[src/rtl/uart_pkg.sv]
// Shared UART definitions: receiver state encoding, parity sense
// constants and the counter width helper used by rx and tx.
package uart_pkg;

    // PARITY only exists when parity is compiled in.
    typedef enum logic [2:0] {
        ST_IDLE,
        ST_START,
        ST_DATA,
`ifdef UART_RX_PARITY_EN
        ST_PARITY,
`endif
        ST_STOP,
        ST_WAIT_IDLE
    } rx_state_t;

    localparam logic PARITY_EVEN  = 1'b0;
    localparam logic PARITY_ODD_C = 1'b1;

    // Width able to hold 0..n-1, never narrower than one bit.
    function automatic int cnt_w(input int n);
        return (n <= 2) ? 1 : $clog2(n);
    endfunction

endpackage

[src/rtl/sync_2ff.sv]
// Two-flop synchroniser for an asynchronous single-bit input.
// Ports: in_clk, in_rst (async, active-high), in_d, out_q.
module sync_2ff #(
    parameter logic RST_VAL = 1'b1
) (
    input  logic in_clk,
    input  logic in_rst,
    input  logic in_d,
    output logic out_q
);

    logic r_meta;
    logic r_sync;

    always_ff @(posedge in_clk or posedge in_rst) begin
        if (in_rst) begin
            r_meta <= RST_VAL;
            r_sync <= RST_VAL;
        end else begin
            r_meta <= in_d;
            r_sync <= r_meta;
        end
    end

    assign out_q = r_sync;

endmodule

[src/rtl/uart_rx_frame.sv]
// Parametrised UART receiver with configurable data/stop bits, glitch-
// rejecting start detect and a valid/ready word output with error flags.
// Optional parity is compiled in with the UART_RX_PARITY_EN macro.
// Ports: in_clk, in_rst (async, active-high), rx_serial (idle high),
//   out_data/out_valid/in_ready word handshake, out_parity_err,
//   out_frame_err, out_overrun (1-cycle drop pulse), out_busy.
module uart_rx_frame
    import uart_pkg::*;
#(
    parameter int   CLKS_PER_BIT = 87,
    parameter int   DATA_BITS    = 8,
    parameter int   STOP_BITS    = 1,
    parameter logic PARITY_ODD   = 1'b0
) (
    input  logic                 in_clk,
    input  logic                 in_rst,
    input  logic                 rx_serial,
    output logic [DATA_BITS-1:0] out_data,
    output logic                 out_valid,
    input  logic                 in_ready,
    output logic                 out_parity_err,
    output logic                 out_frame_err,
    output logic                 out_overrun,
    output logic                 out_busy
);

    localparam int CW = cnt_w(CLKS_PER_BIT);
    localparam int BW = cnt_w(DATA_BITS + 1);

    // Counters run down to zero, so loads are "period - 1".
    localparam logic [CW-1:0] HALF_M1   = CW'(CLKS_PER_BIT / 2 - 1);
    localparam logic [CW-1:0] FULL_M1   = CW'(CLKS_PER_BIT - 1);
    localparam logic [BW-1:0] LAST_DATA = BW'(DATA_BITS - 1);
    localparam logic [BW-1:0] LAST_STOP = BW'(STOP_BITS - 1);

    logic                 w_rx;
    logic                 w_tick;
    logic                 w_ferr_fin;
    logic                 r_prev;
    rx_state_t            r_state;
    logic [CW-1:0]        r_cnt;
    logic [BW-1:0]        r_bits;
    logic [DATA_BITS-1:0] r_shift;
    logic                 r_ferr;
    logic [DATA_BITS-1:0] r_data;
    logic                 r_valid;
    logic                 r_ferr_o;
    logic                 r_overrun;
`ifdef UART_RX_PARITY_EN
    logic                 r_perr;
    logic                 r_perr_o;
`endif

    sync_2ff #(
        .RST_VAL (1'b1)
    ) u_sync (
        .in_clk (in_clk),
        .in_rst (in_rst),
        .in_d   (rx_serial),
        .out_q  (w_rx)
    );

    assign w_tick     = (r_cnt == '0);
    assign w_ferr_fin = r_ferr | ~w_rx;

    always_ff @(posedge in_clk or posedge in_rst) begin
        if (in_rst) begin
            r_prev    <= 1'b1;
            r_state   <= ST_IDLE;
            r_cnt     <= '0;
            r_bits    <= '0;
            r_shift   <= '0;
            r_ferr    <= 1'b0;
            r_data    <= '0;
            r_valid   <= 1'b0;
            r_ferr_o  <= 1'b0;
            r_overrun <= 1'b0;
`ifdef UART_RX_PARITY_EN
            r_perr    <= 1'b0;
            r_perr_o  <= 1'b0;
`endif
        end else begin
            r_prev    <= w_rx;
            r_overrun <= 1'b0;
            if (r_valid && in_ready)
                r_valid <= 1'b0;

            case (r_state)
                ST_IDLE: begin
                    if (r_prev && !w_rx) begin
                        r_cnt   <= HALF_M1;
                        r_state <= ST_START;
                    end
                end
                ST_START: begin
                    if (!w_tick) begin
                        r_cnt <= r_cnt - CW'(1);
                    end else if (!w_rx) begin
                        r_cnt   <= FULL_M1;
                        r_bits  <= '0;
                        r_ferr  <= 1'b0;
                        r_state <= ST_DATA;
                    end else begin
                        // Line back high at mid-start: glitch.
                        r_state <= ST_IDLE;
                    end
                end
                ST_DATA: begin
                    if (!w_tick) begin
                        r_cnt <= r_cnt - CW'(1);
                    end else begin
                        r_cnt   <= FULL_M1;
                        r_shift <= {w_rx, r_shift[DATA_BITS-1:1]};
                        if (r_bits == LAST_DATA) begin
                            r_bits  <= '0;
`ifdef UART_RX_PARITY_EN
                            r_state <= ST_PARITY;
`else
                            r_state <= ST_STOP;
`endif
                        end else begin
                            r_bits <= r_bits + BW'(1);
                        end
                    end
                end
`ifdef UART_RX_PARITY_EN
                ST_PARITY: begin
                    if (!w_tick) begin
                        r_cnt <= r_cnt - CW'(1);
                    end else begin
                        r_cnt   <= FULL_M1;
                        r_perr  <= ^r_shift ^ w_rx
                                 ^ (PARITY_ODD == PARITY_ODD_C);
                        r_state <= ST_STOP;
                    end
                end
`endif
                ST_STOP: begin
                    if (!w_tick) begin
                        r_cnt <= r_cnt - CW'(1);
                    end else if (r_bits != LAST_STOP) begin
                        r_cnt  <= FULL_M1;
                        r_bits <= r_bits + BW'(1);
                        r_ferr <= w_ferr_fin;
                    end else begin
                        r_bits  <= '0;
                        r_state <= w_rx ? ST_IDLE : ST_WAIT_IDLE;
                        // Load only if the holding register frees up.
                        if (!r_valid || in_ready) begin
                            r_data   <= r_shift;
                            r_ferr_o <= w_ferr_fin;
                            r_valid  <= 1'b1;
`ifdef UART_RX_PARITY_EN
                            r_perr_o <= r_perr;
`endif
                        end else begin
                            r_overrun <= 1'b1;
                        end
                    end
                end
                ST_WAIT_IDLE: begin
                    // A held-low line (break) must not look like a start.
                    if (w_rx)
                        r_state <= ST_IDLE;
                end
                default: r_state <= ST_IDLE;
            endcase
        end
    end

    assign out_data      = r_data;
    assign out_valid     = r_valid;
    assign out_frame_err = r_ferr_o;
    assign out_overrun   = r_overrun;
    assign out_busy      = (r_state != ST_IDLE);
`ifdef UART_RX_PARITY_EN
    assign out_parity_err = r_perr_o;
`else
    assign out_parity_err = 1'b0;
`endif

endmodule

[config.mk]
export PLATFORM = sky130hd
export DESIGN_NAME = uart_rx_frame
export DESIGN_NICKNAME = d
export VERILOG_FILES = /design/src/rtl/uart_pkg.sv /design/src/rtl/sync_2ff.sv /design/src/rtl/uart_rx_frame.sv
export SDC_FILE = /design/constraint.sdc
export NUM_CORES = 1
export LEC_CHECK = 0
export ABC_CLOCK_PERIOD_IN_PS = 5980
export CAP_MARGIN = 5
export CELL_PAD_IN_SITES_DETAIL_PLACEMENT = 1
export CELL_PAD_IN_SITES_GLOBAL_PLACEMENT = 1
export CORE_MARGIN = 5
export CORE_UTILIZATION = 25
export DETAILED_ROUTE_END_ITERATION = 10
export PLACE_DENSITY = 0.6
export SLEW_MARGIN = 20
export SYNTH_ARGS = -nofsm -noshare
export SYNTH_HDL_FRONTEND = slang
export SYNTH_SLANG_ARGS = --single-unit
[constraint.sdc]
create_clock -name in_clk -period 5.98 [get_ports in_clk]
set_clock_uncertainty 0.1 [all_clocks]
set_input_delay 1.196 -clock in_clk [delete_from_list [all_inputs] [get_ports in_clk]]
set_output_delay 1.196 -clock in_clk [all_outputs]
set_load 0.02 [all_outputs]
## Word level (Yosys, flattened, before mapping)

Index checks and enable logic that the tools add are counted.

| word-level totals | value |
|---|---|
| logic and storage cells | 89 |
| input port bits | 4 |
| bits in registers | 37 |

| cells by class | value |
|---|---|
| muxes and demuxes | 38 |
| bitwise logic cells | 3 |
| add/subtract/negate cells | 2 |
| reduce and logical (&&, ||, !) cells | 18 |
| equal/unequal tests | 16 |

Operators with widths:

| kind | number |
|---|---|
| 7-bit 2-to-1 mux | 6 |
| 7-bit one-hot mux with 4 select lines | 1 |
| 3-bit 2-to-1 mux | 8 |
| 4-bit 2-to-1 mux | 6 |
| 2-bit inequality test (second input constant) | 8 |
| 3-bit one-hot mux with 5 select lines | 1 |
| 1-bit 2-to-1 mux | 13 |
| 4-bit one-hot mux with 3 select lines | 1 |
| 5-bit AND reduction | 2 |
| 4-bit AND reduction | 2 |
| 4-bit nonzero test | 2 |
| 7-bit zero test | 1 |
| 7-bit AND reduction | 1 |
| 7-bit by 1-bit subtractor with 7-bit output (second input constant) | 1 |
| 3-bit by 2-bit == test with 1-bit output (second input constant) | 2 |
| 3-bit inequality test (second input constant) | 2 |
| 3-bit nonzero test | 2 |
| 4-bit by 1-bit adder with 4-bit output (second input constant) | 1 |
| 4-bit by 3-bit == test with 1-bit output (second input constant) | 1 |
| 3-bit by 1-bit == test with 1-bit output (second input constant) | 1 |
| 3-bit == test (second input constant) | 1 |
| 3-bit zero test | 1 |
| 1-bit logical AND | 2 |
| 1-bit zero test | 2 |
| other kinds (8) | 9 |

## Longest topological paths before layout

Gate-level depths: netlist (run 1).

| logic depth | value |
|---|---|
| depth in word-level cells | 6 |
| depth in mapped cells | 7 |
| mapped depth without buffers | 6 |

## By module

A second synthesis (run 1) with hierarchy kept.

| unflattened totals | value |
|---|---|
| cell total of the unflattened synthesis | 160 |
| area total of the unflattened synthesis | 1869.3 µm² |

By module, submodules not included:

| module | seq. area each (µm²) | area each (µm²) | cells each | instances |
|---|---|---|---|---|
| uart_rx_frame | 877.1 | 1813.0 | 157 | 1 |
| sync_2ff | 52.6 | 56.3 | 3 | 1 |

## Worst setup path after synthesis (run 1)

Ideal clock, no wire load.

| timing | value |
|---|---|
| path type | reg2out |
| start | register r_state[2] |
| end | output port out_busy |
| cell stages (with the launch flop) | 3 |
| path buffers | 1 |
| required time | 4684 ps |
| arrival | 972 ps |
| path slack | 3712 ps |
| path through | dfrtp_1 > clkbuf_1 > or3_1 |

| on the way | value |
|---|---|
| word-level cells in the longest chain between the ends | 1 |

RTL lines:

| what | line | text |
|---|---|---|
| from (decl) | uart_rx_frame.sv:40 | `rx_state_t r_state;` |
| from (signal assigned) | uart_rx_frame.sv:147 | `r_state <= w_rx ? ST_IDLE : ST_WAIT_IDLE;` |
| 3-bit nonzero test | uart_rx_frame.sv:175 | `assign out_busy = (r_state != ST_IDLE);` |
| to (decl) | uart_rx_frame.sv:24 | `output logic out_busy` |

No other way between the ends.

## Worst setup path after layout (run 1)

| timing | value |
|---|---|
| start | register r_state[0] |
| end | output port out_busy |

Same word-level chain as after synthesis.

==> flow_summary.json, run 1 <==
{
  "leakage_nw": 0.987,
  "critPathCaptureType": "output port",
  "synth_fa_ha_area_share_pct": 2.70,
  "cp.arrival_ns": 1.81,
  "gr-total-overflow": 0,
  "routed_via_density": 4.70,
  "clk_latency_ns": 0.29,
  "cp-start-kind": "flop",
  "clock_sinks": 37,
  "grt_pass1_wl_um": 7130,
  "syn-num-nets": 171,
  "finalWeightedCongestion": 0.736,
  "fin_nets": 189,
  "root_buffer": "clkbuf_8",
  "wl_per_cell_um": 15.0,
  "hold_class": "flop to flop",
  "cp_cell_sequence": "or3_1, clkdlybuf4s50_1",
  "io_pins": 17,
  "syn-instance-count": 163,
  "dpl_cell_area_mm2": 0.00210,
  "postRouteAntennaNets": 0,
  "cp_slowest_cell": "clkdlybuf4s50_1",
  "ctsHoldBuffers": 0,
  "synth_compound_area_share_pct": 13.8,
  "synth-simple-area-share_pct": 16.9,
  "worstMarginPinSlew_ns": 0.820,
  "met1_usage_pct": 13.5,
  "rows": 31,
  "grt_use_met2_pct": 15.7,
  "synthMuxAreaShare_pct": 12.6,
  "synth-xor-area-share_pct": 0,
  "drv_cap": 0,
  "synth_area_mm2": 0.00185,
  "routed_wl_um": 4210,
  "die_area_mm2": 0.00924,
  "hpwl_um": 2900,
  "tns_ns": 0,
  "grt_usage_pct": 10.1,
  "p_per_area_mw_per_mm2": 322,
  "drc": 0,
  "met3_usage_pct": 2.81,
  "synth_top_family_by_area": "simple AND/OR/NAND/NOR gates",
  "vias": 1320,
  "utilization_pct": 30.6,
  "critPathRequiredTime_ns": 4.68,
  "rsz0062_at_grt": "no",
  "period_needed_ns": 3.10,
  "cts_buffers": 5,
  "drive_above_1_share_pct": 23.1,
  "status": "complete, no violations",
  "avgSynthCellArea_um2": 11.4,
  "synth_cell_types": 46,
  "maxSlewHeadroom_pct": 45.2,
  "peakVddDrop_mv": 0.125,
  "htree_levels": 2,
  "stdcell_area_mm2": 0.00222,
  "cts_tree": "done",
  "busiest_layer": "met2",
  "ys.warnings.count": 0,
  "grt_antenna_before_repair": 0,
  "grt_max_degree": 38,
  "cts_resized": 0,
  "antennaDiodeCount": 0,
  "crit_type": "flop to output port",
  "dr.pass1.iters": 4,
  "path_clk_slew_ns": 0.08,
  "clock_path_buffers": 2,
  "synthToLayoutAreaGrowth_pct": 19.7,
  "ys_seq_elements": 37,
  "drv_slew": 0,
  "path_max_fanout": 13,
  "fin_crit_sh_pct": 51.9,
  "io_buffer_count": 15,
  "core_mm2": 0.00725,
  "fp.dieH_um": 96.1,
  "setup-violations-final": 0,
  "fmax_mhz": 322,
  "die_w_um": 96.1,
  "first_global_vias": 1440,
  "finalHoldViolCount": 0,
  "post-cts-setup-buffers": 0,
  "drt_iter0_drc": 50,
  "max_stage_delay_ns": 0.56,
  "ys_seq_area_share_pct": 50.1,
  "initial_core_util_pct": 25.6
}
## worst paths after layout
path | to | slack, ns | cells after the start | startpoint
worst max-delay path | out_busy | 2.88 | 2 | r_state[0]$_DFFE_PP0P_
worst min-delay path | u_sync.out_q$_DFF_PP1_ | 0.26 | 0 | u_sync.r_meta$_DFF_PP1_
worst max register to register | out_frame_err$_DFFE_PP0P_ | 3.13 | 6 | r_bits[0]$_DFFE_PP0P_
worst min register to register | u_sync.out_q$_DFF_PP1_ | 0.26 | 0 | u_sync.r_meta$_DFF_PP1_
max in group asynchronous | r_prev$_DFF_PP1_ | 4.21 | 3 | in_rst
min in group asynchronous | r_cnt[4]$_DFFE_PP0P_ | 1.21 | 3 | in_rst
## layer usage
metal	vias up	part of all wire [%]
li1	626	-
met1	677	48
met2	12	49
met3	5	2.5
met4	0	0.85
met5	-	0
## synthesized netlist by cell type (all sizes together)
master,number,area (µm²)
o2111ai,2,17.5
nand3,3,15.0
buf,3,23.8
o31ai,1,7.51
nor4b,1,23.8
a31oi,4,25.0
o21ai,6,30.0
nor4bb,2,20.0
dfrtp,34,851
nor4,1,6.26
nor2,10,40.0
o311ai,1,8.76
nor3,4,20.0
nand3b,2,15.0
o2bb2ai,1,8.76
a21o,1,7.51
conb,1,3.75
clkbuf,2,7.51
or4b,3,30.0
or3,2,12.5
mux2,18,233
dfstp,3,78.8
a41o,1,11.3
nor2b,4,25.0
and3,1,7.51
o22ai,3,18.8
or2,2,12.5
ha,4,50.1
a211oi,2,15.0
a31o,1,8.76
a311o,1,10.0
nand2,9,41.3
nand4,1,6.26
a22o,3,27.5
a21oi,7,35.0
inv,10,37.5
o211ai,1,7.51
nand2b,6,37.5
a311oi,1,8.76
a41oi,1,8.76
## layout by cell type, fill, tap and decap left out, types with 2 or more instances in the layout
cell             count
a22o_1               2
clkdlybuf4s50_1     15
nand3_1              3
ha_1                 4
mux2_4               8
o2111ai_1            2
a21oi_1              7
nor2_1               9
o22ai_1              3
a211oi_1             2
or3_1                2
inv_1               10
nand2_1              8
mux2_2              10
or4b_2               3
a31oi_1              4
nand3b_1             2
dfstp_2              3
o21ai_0              6
dfrtp_1             34
clkbuf_8             5
nor2b_1              4
nor4bb_1             2
nor3_1               4
or2_2                2
nand2b_1             6
## flip-flops by register name (all words and copies together), names as in the netlist
name,cells
r_state,3
out_frame_err,1
r_bits,4
r_prev,1
r_shift,8
u_sync.r_meta,1
u_sync.out_q,1
r_ferr,1
out_valid,1
out_overrun,1
r_cnt,7
out_data,8
## critical path: cells and delay by family, from the launching register on
kind,cells,cell delay (ns)
buffers and inverters,1,0.56
flip-flops,1,0.52
AND/OR/NAND/NOR,1,0.44
## power by group
| group | internal, mW | total, mW | switching (mW) |
|---|---|---|---|
| clock | 0.125 | 0.222 | 0.0967 |
| combinational | 0.0760 | 0.177 | 0.101 |
| sequential | 0.274 | 0.316 | 0.0420 |
## area by class of cell
class	instances	area [µm²]
Sequential cell	37	930
Clock inverter	3	46.3
Tap cell	99	124
Fill cell	819	5030
Inverter	10	37.5
Multi-Input combinational cell	111	856
Clock buffer	5	68.8
Timing Repair Buffer	16	158
## per-stage QoR
step | setup WS (ns) | hold WS (ns) | total power, mW | cells
finish | 2.88 | 0.262 | 0.715 | 281
global route | 2.80 | 0.270 | 0.765 | 281
CTS | 2.85 | 0.266 | 0.726 | 281
detailed placement | 2.87 | 0.255 | 0.498 | 273
global placement | 2.90 | 0.248 | 0.495 | 273
floorplan | 3.71 | 0.245 | 0.446 | 163
## cells by family after synthesis
group / after synthesis
AOI/OAI and AO/OA: 37
DFF: 37
other: 1
adders and majority gates: 4
buffers and inverters: 15
muxes: 18
and+or+nand+nor: 51
(Power assumes the default switching activity.)
==> run 2, diff against run 1 <==
ABC_CLOCK_PERIOD_IN_PS = 2860   (was 5980)
clock period = 2.86 ns   (was 5.98 ns; I/O delays follow)
==> flow_summary.json, run 2 (synthesis results as in run 1) <==
{
  "drv_cap": 0,
  "vias": 1314,
  "cts_resized": 0,
  "htree_levels": 2,
  "path_max_fanout": 13,
  "tns_ns": 0,
  "cp.arrival_ns": 1.81,
  "dr.pass1.iters": 4,
  "drt_iter0_drc": 43,
  "rows": 31,
  "peakVddDrop_mv": 0.219,
  "critPathRequiredTime_ns": 2.19,
  "fp.dieH_um": 96.1,
  "wl_per_cell_um": 14.1,
  "clock_path_buffers": 2,
  "initial_core_util_pct": 25.6,
  "io_pins": 17,
  "die_area_mm2": 0.00924,
  "finalHoldViolCount": 0,
  "grt_antenna_before_repair": 0,
  "rsz0062_at_grt": "no",
  "hold_ws_ns": 0.261,
  "crit_type": "flop to output port",
  "critPathCaptureType": "output port",
  "path_clk_slew_ns": 0.08,
  "p_per_area_mw_per_mm2": 707,
  "drv_slew": 0,
  "fin_nets": 192,
  "fin_crit_sh_pct": 86.9,
  "core_mm2": 0.00725,
  "maxSlewHeadroom_pct": 54.0,
  "leakage_nw": 1.02,
  "drive_above_1_share_pct": 24.3,
  "io_buffer_count": 15,
  "n_fill_cell": 821,
  "die_w_um": 96.1,
  "status": "complete, no violations",
  "cp-start-kind": "flop",
  "seq_area_um2": 930,
  "period_needed_ns": 2.49,
  "root_buffer": "clkbuf_8",
  "cts_tree": "done",
  "finalWeightedCongestion": 0.778,
  "hpwl_um": 2880,
  "grt_usage_pct": 9.69,
  "mostFrequentLayoutCells": "34 x dfrtp_1, 15 x clkdlybuf4s50_1, 10 x inv_1, 10 x mux2_2, 9 x nor2_1",
  "grt_max_degree": 38,
  "first_global_vias": 1365,
  "drc": 0,
  "grt_pass1_wl_um": 6880,
  "fmax_mhz": 402,
  "post-cts-setup-buffers": 0,
  "hold_class": "flop to flop",
  "synthToLayoutAreaGrowth_pct": 22.1,
  "clk_latency_ns": 0.29,
  "worstMarginPinSlew_ns": 0.689,
  "postRouteAntennaNets": 0,
  "clock_sinks": 37,
  "antennaDiodeCount": 0,
  "cts_buffers": 5,
  "routed_wl_um": 4010,
  "setup-violations-final": 0,
  "final_common_cell": "dfrtp_1",
  "gr-total-overflow": 0,
  "routed_via_density": 4.63,
  "multiInputGateArea_um2": 856,
  "ctsHoldBuffers": 0
}
==> run 2: path summary, 6_finish.rpt <==
check,slack [ns],from,end,cells past startpoint
setup reg to reg,0.38,r_cnt[0]$_DFFE_PP0P_,r_shift[7]$_DFFE_PP0P_,6
max in group asynchronous,1.72,in_rst,u_sync.out_q$_DFF_PP1_,3
setup / recovery,0.37,r_state[0]$_DFFE_PP0P_,out_busy,2
hold / removal,0.26,u_sync.r_meta$_DFF_PP1_,u_sync.out_q$_DFF_PP1_,0
min in group asynchronous,0.59,in_rst,r_cnt[5]$_DFFE_PP0P_,3
hold reg to reg,0.26,u_sync.r_meta$_DFF_PP1_,u_sync.out_q$_DFF_PP1_,0
==> run 2: routing by layer <==
layer | global-route usage [%] | wire length (µm)
met1 | 12.9 | 2010
met2 | 15.2 | 1840
met3 | 2.58 | 127
met4 | 3.20 | 33
met5 | 0 | 0
==> run 2: power breakdown <==
group / total [mW] / internal [mW] / switching (mW)
sequential: 0.656 / 0.573 / 0.0828
clock: 0.551 / 0.351 / 0.200
combinational: 0.393 / 0.177 / 0.217
==> run 2: cell type report <==
type                            instances  share of cell area, %
Tap cell                               99                   5.47
Multi-Input combinational cell        111                   37.8
Clock inverter                          3                   3.04
Clock buffer                            5                   3.04
Sequential cell                        37                   41.0
Inverter                               10                   1.66
Timing Repair Buffer                   19                   7.96
==> run 2: worst max-delay path: stages, from the launching register on <==
cell and delay, ns:
dfrtp_1 0.51, or3_1 0.45, clkdlybuf4s50_1 0.56
==> run 2: per-stage QoR <==
step	std cells	total power, mW	util [%]	setup slack [ns]	instance area, µm²
floorplan	163	0.932	-	0.778	1850
global placement	276	1.06	29.3	0.404	2130
detailed placement	276	1.06	29.3	0.396	2130
CTS	284	1.63	31.2	0.340	2260
global route	284	1.71	31.2	0.251	2260
finish	284	1.60	31.2	0.375	2260
